File: src/rtl/bus_pkg.sv
// Shared definitions for the two-master bus arbiter: FSM state encoding
// and default address/data widths.
package bus_pkg;

   typedef enum logic [1:0] {
      IDLE   = 2'b00,
      GRANT0 = 2'b01,
      GRANT1 = 2'b10
   } state_t;

   localparam int ADDR_W_DEFAULT = 16;
   localparam int DATA_W_DEFAULT = 64;

endpackage : bus_pkg

File: src/rtl/bus_arbiter.sv
// Two-master round-robin bus arbiter with a bounded hold time.
//
// Request/grant handshake: a master raises mx_req and keeps it high for as
// long as it wants the bus. The grant appears one clock edge after the
// request is first sampled and stays high while the request stays high,
// unless the other master is waiting and this master has already held the
// bus for MAX_HOLD consecutive cycles. A dropped request reaches bus_req in
// the same cycle. A preempted master simply keeps requesting and is granted
// again later; nothing about it is queued here.
//
// The dbg_* outputs expose the FSM state, hold counter and last_served bit.
module bus_arbiter
   import bus_pkg::*;
#(
   parameter int MAX_HOLD = 4,
   parameter int ADDR_W   = ADDR_W_DEFAULT,
   parameter int DATA_W   = DATA_W_DEFAULT,
   localparam int HOLD_W  = $clog2(MAX_HOLD)
) (
   input  logic              clk,
   input  logic              reset,
   input  logic              m0_req,
   input  logic              m1_req,
   input  logic              m0_wr,
   input  logic              m1_wr,
   input  logic [ADDR_W-1:0] m0_addr,
   input  logic [ADDR_W-1:0] m1_addr,
   input  logic [DATA_W-1:0] m0_dout,
   input  logic [DATA_W-1:0] m1_dout,
   output logic              m0_grant,
   output logic              m1_grant,
   output logic              bus_req,
   output logic              bus_wr,
   output logic [ADDR_W-1:0] bus_addr,
   output logic [DATA_W-1:0] bus_dout,
   output state_t            dbg_state,
   output logic [HOLD_W-1:0] dbg_hold_cnt,
   output logic              dbg_last_served
);

   // Hold count value on the last cycle a master may keep the bus while
   // the other one waits.
   localparam logic [HOLD_W-1:0] HOLD_LAST = HOLD_W'(MAX_HOLD - 1);

   state_t            state;
   state_t            state_next;
   logic [HOLD_W-1:0] hold_cnt;
   logic [HOLD_W-1:0] hold_next;
   logic              last_served;
   logic              last_next;

   // State, hold counter and round-robin pointer; reset drops any grant at once.
   always_ff @(posedge clk or posedge reset) begin
      if (reset) begin
         state       <= IDLE;
         hold_cnt    <= '0;
         last_served <= 1'b1;
      end else begin
         state       <= state_next;
         hold_cnt    <= hold_next;
         last_served <= last_next;
      end
   end

   // Next-state: round-robin from IDLE, handover on release, preemption at hold limit.
   always_comb begin
      state_next = state;
      hold_next  = hold_cnt;
      last_next  = last_served;
      case (state)
         IDLE: begin
            hold_next = '0;
            if (m0_req && m1_req) begin
               if (last_served) begin
                  state_next = GRANT0;
                  last_next  = 1'b0;
               end else begin
                  state_next = GRANT1;
                  last_next  = 1'b1;
               end
            end else if (m0_req) begin
               state_next = GRANT0;
               last_next  = 1'b0;
            end else if (m1_req) begin
               state_next = GRANT1;
               last_next  = 1'b1;
            end
         end
         GRANT0: begin
            if (!m0_req) begin
               hold_next = '0;
               if (m1_req) begin
                  state_next = GRANT1;
                  last_next  = 1'b1;
               end else begin
                  state_next = IDLE;
               end
            end else if (hold_cnt == HOLD_LAST) begin
               hold_next = '0;
               if (m1_req) begin
                  state_next = GRANT1;
                  last_next  = 1'b1;
               end
            end else begin
               hold_next = hold_cnt + HOLD_W'(1);
            end
         end
         GRANT1: begin
            if (!m1_req) begin
               hold_next = '0;
               if (m0_req) begin
                  state_next = GRANT0;
                  last_next  = 1'b0;
               end else begin
                  state_next = IDLE;
               end
            end else if (hold_cnt == HOLD_LAST) begin
               hold_next = '0;
               if (m0_req) begin
                  state_next = GRANT0;
                  last_next  = 1'b0;
               end
            end else begin
               hold_next = hold_cnt + HOLD_W'(1);
            end
         end
         default: begin
            state_next = IDLE;
            hold_next  = '0;
         end
      endcase
   end

   assign m0_grant = (state == GRANT0);
   assign m1_grant = (state == GRANT1);

   // Bus master port follows the granted master; all zero when nobody holds the bus.
   always_comb begin
      bus_req  = 1'b0;
      bus_wr   = 1'b0;
      bus_addr = '0;
      bus_dout = '0;
      if (m0_grant) begin
         bus_req  = m0_req;
         bus_wr   = m0_wr;
         bus_addr = m0_addr;
         bus_dout = m0_dout;
      end else if (m1_grant) begin
         bus_req  = m1_req;
         bus_wr   = m1_wr;
         bus_addr = m1_addr;
         bus_dout = m1_dout;
      end
   end

   assign dbg_state       = state;
   assign dbg_hold_cnt    = hold_cnt;
   assign dbg_last_served = last_served;

endmodule : bus_arbiter
File: config.mk
export PLATFORM = sky130hd
export DESIGN_NAME = bus_arbiter
export DESIGN_NICKNAME = d
export VERILOG_FILES = /design/src/rtl/bus_pkg.sv /design/src/rtl/bus_arbiter.sv
export SDC_FILE = /design/constraint.sdc
export NUM_CORES = 1
export LEC_CHECK = 0
export CORE_AREA = 2 2 98 100
export CTS_BUF_LIST = sky130_fd_sc_hd__clkbuf_4
export DETAILED_ROUTE_END_ITERATION = 10
export DIE_AREA = 0 0 100 102
export GPL_ROUTABILITY_DRIVEN = 0
export PLACE_DENSITY = 0.72
export SLEW_MARGIN = 20
export SYNTH_ARGS = -nofsm -noshare
export SYNTH_HDL_FRONTEND = slang
export SYNTH_SLANG_ARGS = --single-unit
File: constraint.sdc
create_clock -name clk -period 1.4 [get_ports clk]
set_input_delay 0.14 -clock clk [delete_from_list [all_inputs] [get_ports clk]]
set_output_delay 0.14 -clock clk [all_outputs]
set_load 0.1 [all_outputs]
Yosys cells after proc, flatten, opt, wreduce, memory -nomap -nowiden
Cells that the tools add are included.
Widths: inputs -> output; s select.
{ "totals": {"reg_bits": 5, "latchBits": 0, "ram_bits": 0, "rom_bits": 0, "out_inout_bits": 89, "mem_count": 0} }
{ "classes": {"add_sub_neg": 1, "mul": 0, "n_div": 0, "order_cmp": 0, "n_eq_ne": 6, "n_shift": 0, "mux": 34, "bitwise": 0, "reduce_logical": 5} }
{ "ops": {"columns": ["cell", "n"], "rows": [
  ["$mux 64", 2],
  ["$mux 16", 2],
  ["$mux 2", 13],
  ["$mux 1", 14],
  ["$ne 3x2->1 const B", 2],
  ["$pmux 2 s3", 1],
  ["$reduce_and 3->1", 2],
  ["$eq 2x2->1 const B", 2],
  ["$pmux 2 s2", 1],
  ["$ne 3x3->1 const B", 1],
  ["$pmux 1 s3", 1],
  ["$reduce_bool 3->1", 1],
  ["$add 2x1->2 const B", 1],
  ["$eq 2x1->1 const B", 1],
  ["$logic_not 2->1", 1],
  ["$logic_and 1x1->1", 1]
]} }

Logic depth before layout (Yosys ltp)
{ "depth": {"ltp_word": 4, "mapped_depth": 8, "ltp_nobuf": 6} }

Worst setup path before layout
Ideal clock, no wire load.
{ "synth_timing": {"kind": "reg-to-output", "start": "reg state[1] (netlist: dbg_state[1])", "end": "out bus_dout[15]", "t_arrival_ns": 4.604, "required_ns": 1.260, "path_slack_ns": -3.344, "path_stages_with_launch": 6, "path_buffers": 2, "cell_sequence": "dfrtp_1 -> ha_1 -> buf_4 -> buf_4 -> nand2_1 -> o21ai_0"} }
{ "synth_between": {"elab_chain_cells": 3, "elab_cells_between_ends": 4} }
{ "synth_lines": {"columns": ["item", "line", "rtl"], "rows": [
  ["from (decl)", "bus_arbiter.sv:45", "state_t state;"],
  ["from (signal assigned)", "bus_arbiter.sv:59", "state <= state_next;"],
  ["$eq 2x2->1", "bus_arbiter.sv:135", "assign m1_grant = (state == GRANT1);"],
  ["named net m1_grant", "bus_arbiter.sv:31", "output logic m1_grant,"],
  ["$mux 64", "bus_arbiter.sv:148", "end else if (m1_grant) begin"],
  ["$mux 64", "bus_arbiter.sv:143", "if (m0_grant) begin"],
  ["to (decl)", "bus_arbiter.sv:35", "output logic [DATA_W-1:0] bus_dout,"]
]} }
The timed path passes the listed nets, and every way through them passes these cells.

Worst setup path in the final report
{ "layout_timing": {"start": "reg state[0] (netlist: dbg_state[0])", "end": "out bus_addr[11]"} }
{ "layout_between": {"elab_chain_cells": 3, "elab_cells_between_ends": 4} }
{ "layout_lines": {"columns": ["item", "line", "rtl"], "rows": [
  ["$eq 2x2->1", "bus_arbiter.sv:135", null],
  ["$mux 16", "bus_arbiter.sv:148", null],
  ["$mux 16 *", "bus_arbiter.sv:143", null],
  ["to (decl)", "bus_arbiter.sv:34", "output logic [ADDR_W-1:0] bus_addr,"]
]} }
Every way passes the cells marked *; elsewhere a longest branch is shown, timed or not.

==> metrics.md <==
| Metric | Value |
|---|---|
| Status | complete, but fails checks |
| Failing checks | setup timing |
| Routed vias/inst | 4.718 |
| Layout cell share with drive strength beyond 1 | a little over half |
| First-pass GRT wire length | between 15000 and 20000 µm |
| Synth area leaders | nand2_1 (26%), a22o_1 (22%), o21ai_0 (16%) |
| Final Non-Filler Cells | 634 |
| #FFs+latches synth | 5 |
| Initial antenna violation count | 2 |
| Main combinational cell family by area after synthesis | compound AO/OA/AOI/OAI gates |
| Synth warnings | 0 |
| Final hold violations | 0 |
| Adder-Cell Fraction of Synth Area | 4.405% |
| Post-synth top cells | nand2_1 (99), o21ai_0 (45), a22o_1 (36), buf_2 (10), buf_4 (7) |
| Drt first pass iters | 4 |
| # port buffers | 254 |
| GRT overflow | 0 |
| Cells on worst reg2reg path | 7 |
| Post-synth top area share | a little over a quarter |
| Largest net degree at the start of global routing | 27 |
| Simple-gate area share of the yosys netlist | roughly 28% |
| Number of fill cells in the layout | approximately 600 |
| Routed WL | around 12000 µm |
| Place WS | -0.2811 ns |
| Ys async rst share | 100.0% |
| Worst slew pin tran | ~0.28 ns |
| RSZ-0062 raised after global routing | yes |
| Mean post-synth cell area | 5.868 µm² |
| Die W | 100 µm |
| Die area | 10200 µm² |
| Yosys top cell by area | nand2_1 |
| Min cycle time layout | 1.926 ns |
| Final ANT Viol Nets | 0 |
| Worst reg-to-reg setup slack | -0.22 ns |
| Max Fclk | 0.5193 GHz |
| Cells along the critical path | ha_4, buf_12, nor2b_4, buf_4, a22o_4, buf_12 |
| WP depth | 6 |
| Dpl cells | 618 |
| GRT Resource Usage Total | between 20% and 30% |
| Sequential area share after synthesis | 8.899% |
| Syn Nets | 413 |
| Worst skew pair latency | between 0.2 and 0.3 ns |
| Critical path's top delay family | buffers and inverters |
| Clock transition at the registers of the reported paths | ~0.04 ns |
| WP data arrival | ~1.8 ns |
| Critical path data required time | 1.26 ns |
| Mux contribution to synthesized area | 0.7048% |
| Synthesized area | 1420 µm² |
| Hold Slack | 0.09388 ns |
| Hold WC Path Type | primary input to async pin |
| Core Region | ~9100 µm² |
| Worst Setup End Kind | output port |
| Util after Layout | between 70 and 80% |
| Slowest CP cell | dfrtp_4 |
| Clock sink count | 5 |
| Fin crit share | 137.5% |
| Vias in the first global route | 3259 |
| Most common cell in the synthesized netlist | nand2_1 |
| Setup crit end | bus_addr[11] |
| Die Y | 102 µm |
| Max Cap Viol | 0 |
| Worst-path fanout max | 10 |
| Gate Count Post-Synth | 242 |
| XOR/XNOR Fraction of Synth Area | 0% |
| Setup CP Type | flop to output port |
| Count of final max-slew check failures | 0 |
| Initial Utilization | between 10% and 20% |
| Clk root buf | clkbuf_4 |
| HPWL after detailed placement | 9526 µm |
| Compound-Gate Fraction of Synth Area | ~45% |
| Inserted Clock Buffers | 3 |
| Largest stage delay, worst path | 0.50 ns |
| Longest Clk Path Bufs | 2 |
| DRC | 0 |
| H-tree level count | 1 |
| I/O Pins | about 260 |
| Final Setup Violations | 89 |
| Worst path buffer plus inverter count | 3 |
| CTS tree | built |
| FF-to-FF End | dbg_last_served |
| Vias | 2991 |
| Worst slew margin | slightly above 80% |
| PnR worst setup slack | -0.5256 ns |
| Nets@finish | just under 700 |
| DRT iter0 DRCs | 48 |
| Startpoint Class | flop |
| Library cells used by synthesis | 24 |
| Number of flops mapped to enable cells by yosys | 0 |
| Row cnt | 35 |
| Synth-to-Final Area Change | 358.7% |
| Wire per inst | approximately 18 µm |
| Main flop type after synthesis | dfrtp_1 |
| Worst r2r src | dbg_state[0] |
| Cell mode on critical path | buf_12 |
| Setup crit start | dbg_state[0] |
| Clk_skew | 0.002193 ns |
registers in the layout (all words and copies together) (netlist names):
name             count
dbg_hold_cnt         2
dbg_state            2
dbg_last_served      1
cell usage in the layout (no fill, tap or decap), drive strengths merged:
cell type and n:
a31oi 3, and3 1, dfrtp 4, mux2i 1, a22oi 1, nor2b 1
inv 5, nand2b 1, clkdlybuf4s50 165, a2bb2oi 1, buf 132, or2 1
clkbuf 7, nor2 2, diode 2, a21oi 3, a22o 36, dfstp 1
o21ai 50, o31ai 1, ha 5, nand2 99, a21boi 1
metal layers:
metal,vias up,GRT usage [%],share of wire [%]
li1,1408,-,-
met1,1392,19.48,33
met2,170,42.05,56
met3,21,6.498,9.4
met4,0,4.531,2.3
met5,-,0,0
layout make-up:
type	count	area, µm²	share of cell area, %
antenna	2	5.005	0.07683
clock buffer	4	30.03	0.4610
inverter	5	23.77	0.3650
timing repair buffer	300	4043	62.06
tap	111	138.9	2.132
multi-input combinational	207	2140	32.85
sequential	5	133.9	2.055
per-stage QoR:
step | area (µm²) | setup TNS, ns
5_1_grt | 6511 | -44.34
3_5_place_dp | 6105 | -17.99
4_1_cts | 6302 | -40.24
2_1_floorplan | 2377 | -62.00
3_3_place_gp | 6105 | -15.93
6_report | 6514 | -39.89
logic make-up after synthesis:
kind of cell	Yosys count
and+or+nand+nor	105
AOI/OAI and AO/OA	96
DFF	5
muxes	1
adders and majority gates	5
buffers and inverters	30
what timing repair did:
item | in CTS | in global routing
cloned | 1 | 4
gates resized for setup | 40 | 27
setup buffers | 2 | 3
hold buffers | 0 | 0
setup endpoints to repair | 89 | 89
pin swaps | 3 | 16
worst min path at each step:
stage	to	slack, ns	depth (start not counted)
after detailed placement	dbg_hold_cnt[0]	0.36	2
after floorplan	dbg_hold_cnt[0]	-0.08	1
after global placement	dbg_hold_cnt[0]	0.36	2
after global routing	dbg_hold_cnt[0]	0.12	2
after CTS	dbg_state[1]	0.1	2
final	dbg_state[1]	0.09	2
worst reg2reg max path, delay by kind of cell, from the launching register on:
kind | cells | cell delay, ns
adder cells (fa/ha/maj) | 1 | 0.19
AO/OA/AOI/OAI | 3 | 0.41
AND/OR/NAND/NOR | 1 | 0.15
flip-flops | 1 | 0.50
buffers and inverters | 2 | 0.29
Power is not shown: default switching activity piles up to over one toggle a cycle in this logic, so the estimate is an artifact.
==> patch: new RTL, same settings <==
`ADDR_W_DEFAULT`: 16 -> 18.
--- a/src/rtl/bus_pkg.sv
+++ b/src/rtl/bus_pkg.sv
@@ -8,7 +8,7 @@
       GRANT1 = 2'b10
    } state_t;
 
-   localparam int ADDR_W_DEFAULT = 16;
+   localparam int ADDR_W_DEFAULT = 18;
    localparam int DATA_W_DEFAULT = 64;
 
 endpackage : bus_pkg
Interface: changed (resized bus_addr, m0_addr and m1_addr); port bits go from 255 to 261. The function was not compared with the original's and may differ.
==> patch against the unedited design <==
The run still ends with negative setup slack left; design area up 0.40%; worst hold slack improved by 0.021 ns; clock skew shrank 0.0010 ns; first-iteration DRC count is 56% lower; cell count rose by 0.47%; worst setup slack better by 0.00092 ns; wire length down 0.96%; sequential cell count stayed put; area after synthesis rose by 0.18%; sequential share of layout area is essentially flat; highest routed layer unchanged.
Power is left out: the tool's default activity adds up to more than one toggle a clock period on the data nets, which glitch-free logic cannot reach.
==> patch: results (changes against the unedited design) <==
Hold crit path type -> primary input to async pin (unchanged)
Antenna diodes -> 0 (was 2)
Final setup skew -> 0.001180 ns (was 0.002193 ns)
Global-route wire length before repair -> 15.53 mm (was 16.34 mm)
Met3 wire length -> 1.015 mm (was 1.097 mm)
Crit-path max FO -> 24 (was 10)
R2R depth -> 8 (was 7)
Setup WS post-layout -> -0.5247 ns (was -0.5256 ns)
Pin count of the biggest net entering global routing -> 38 (was 27)
Final net count -> 702 (was 693)
Cell count after placement -> 621 (was 618)
Starting DRC count in detailed routing -> 21 (was 48)
Failing checks -> negative setup slack (unchanged)
Antenna violations before repair -> 0 (was 2)
Share of cells above drive strength 1 -> 46.96% (was 52.98%)
CTS Buf Count -> 3 (unchanged)
I/O Buffers -> 260 (was 254)
Post-DP HPWL -> 9.094 mm (was 9.526 mm)
Seq/Total Area, Yosys -> 8.883% (was 8.899%)
Worst Tran Pin Value -> 0.2849 ns (was 0.2794 ns)
Clk root buf -> clkbuf_4 (unchanged)
Cell count after synthesis -> 244 (was 242)
Final Setup Violations -> 91 (was 89)
WL met1 -> 3.697 mm (was 3.818 mm)
Vias in the first global route -> 3092 (was 3259)
Final wirelength -> 11.61 mm (was 11.72 mm)
Top cells by area, synth -> nand2_1, a22o_1, o21ai_1, dfrtp_1, ha_1 (was nand2_1, a22o_1, o21ai_0, dfrtp_1, ha_1)
Commonest cells post-synth -> nand2_1, o21ai_1, a22o_1 (was nand2_1, o21ai_0, a22o_1)
Setup_tns -> -40.96 ns (was -39.89 ns)
DP Area -> 0.006020 mm2 (was 0.006105 mm2)
Syn_nets -> 419 (was 413)
DR WL met2 -> 6.695 mm (was 6.536 mm)
Status -> complete, but fails checks (unchanged)
Largest stage delay, worst path -> 0.50 ns (about the same)
Finished Layout Cells -> 637 (was 634)
GRT Overall Usage -> 18.87% (was 20.37%)
Synthesis warning total -> 0 (unchanged)
Drt via density -> 4.711 (was 4.718)
[patch: worst max-delay path, delay by kind of cell (launching register included)]
family	cells	cell delay (ns)
AOI/OAI and AO/OA	1	0.21
and+or+nand+nor	1	0.12
adders and majority gates	1	0.16
buffers and inverters	4	0.54
DFF	1	0.50
[patch: cell type report]
type	instances	area, um2
repair buffers	303	4136
fillers	577	2569
multi-input cells	209	2077
well taps	111	138.9
flip-flops and latches	5	133.9
clock buffers	4	30.03
inverters	5	23.77
[patch: kinds of logic (layout without fill, tap and decap cells)]
group | count (synthesis) | in the layout | share of synthesized area (%)
simple gates | 105 | 105 | 28.41
compound gates | 98 | 98 | 45.91
buf+inv | 30 | 312 | 11.70
fa+ha+maj | 5 | 5 | 4.398
flops | 5 | 5 | 8.884
mux | 1 | 1 | 0.7036
[patch: path summary, 6_finish.rpt]
kind | from | endpoint | slack (ns)
max | dbg_state[0] | bus_dout[28] | -0.52
min | reset | dbg_hold_cnt[1] | 0.11
max reg2reg | dbg_state[1] | dbg_last_served | -0.32
min reg2reg | dbg_hold_cnt[0] | dbg_hold_cnt[0] | 0.53
max in group asynchronous | reset | dbg_last_served | 1.04
min in group clk | dbg_hold_cnt[0] | dbg_hold_cnt[0] | 0.53
[patch: per-stage QoR]
stage	setup slack (ns)	hold slack [ns]	utilization (%)
3_5_place_dp	-0.2317	0.3670	66.09
5_1_grt	-0.5567	0.1532	71.80
3_3_place_gp	-0.2058	0.3444	66.09
4_1_cts	-0.4949	0.1153	67.90
6_report	-0.5247	0.1150	71.80
2_1_floorplan	-0.8190	-0.08216	-
[patch: metal layers]
layer / vias to the layer above / global-route usage, %
met5: - / 0
met4: 0 / 1.686
met3: 18 / 5.267
met2: 166 / 41.37
met1: 1397 / 17.57
li1: 1420 / -
[patch: what timing repair did]
item	4_1_cts	5_1_grt
buffers inserted	2	3
pin swaps	1	2
endpoints found under the hold margin	0	0
gates resized for setup	18	32
endpoints found under the setup margin	91	91
cloned	2	5
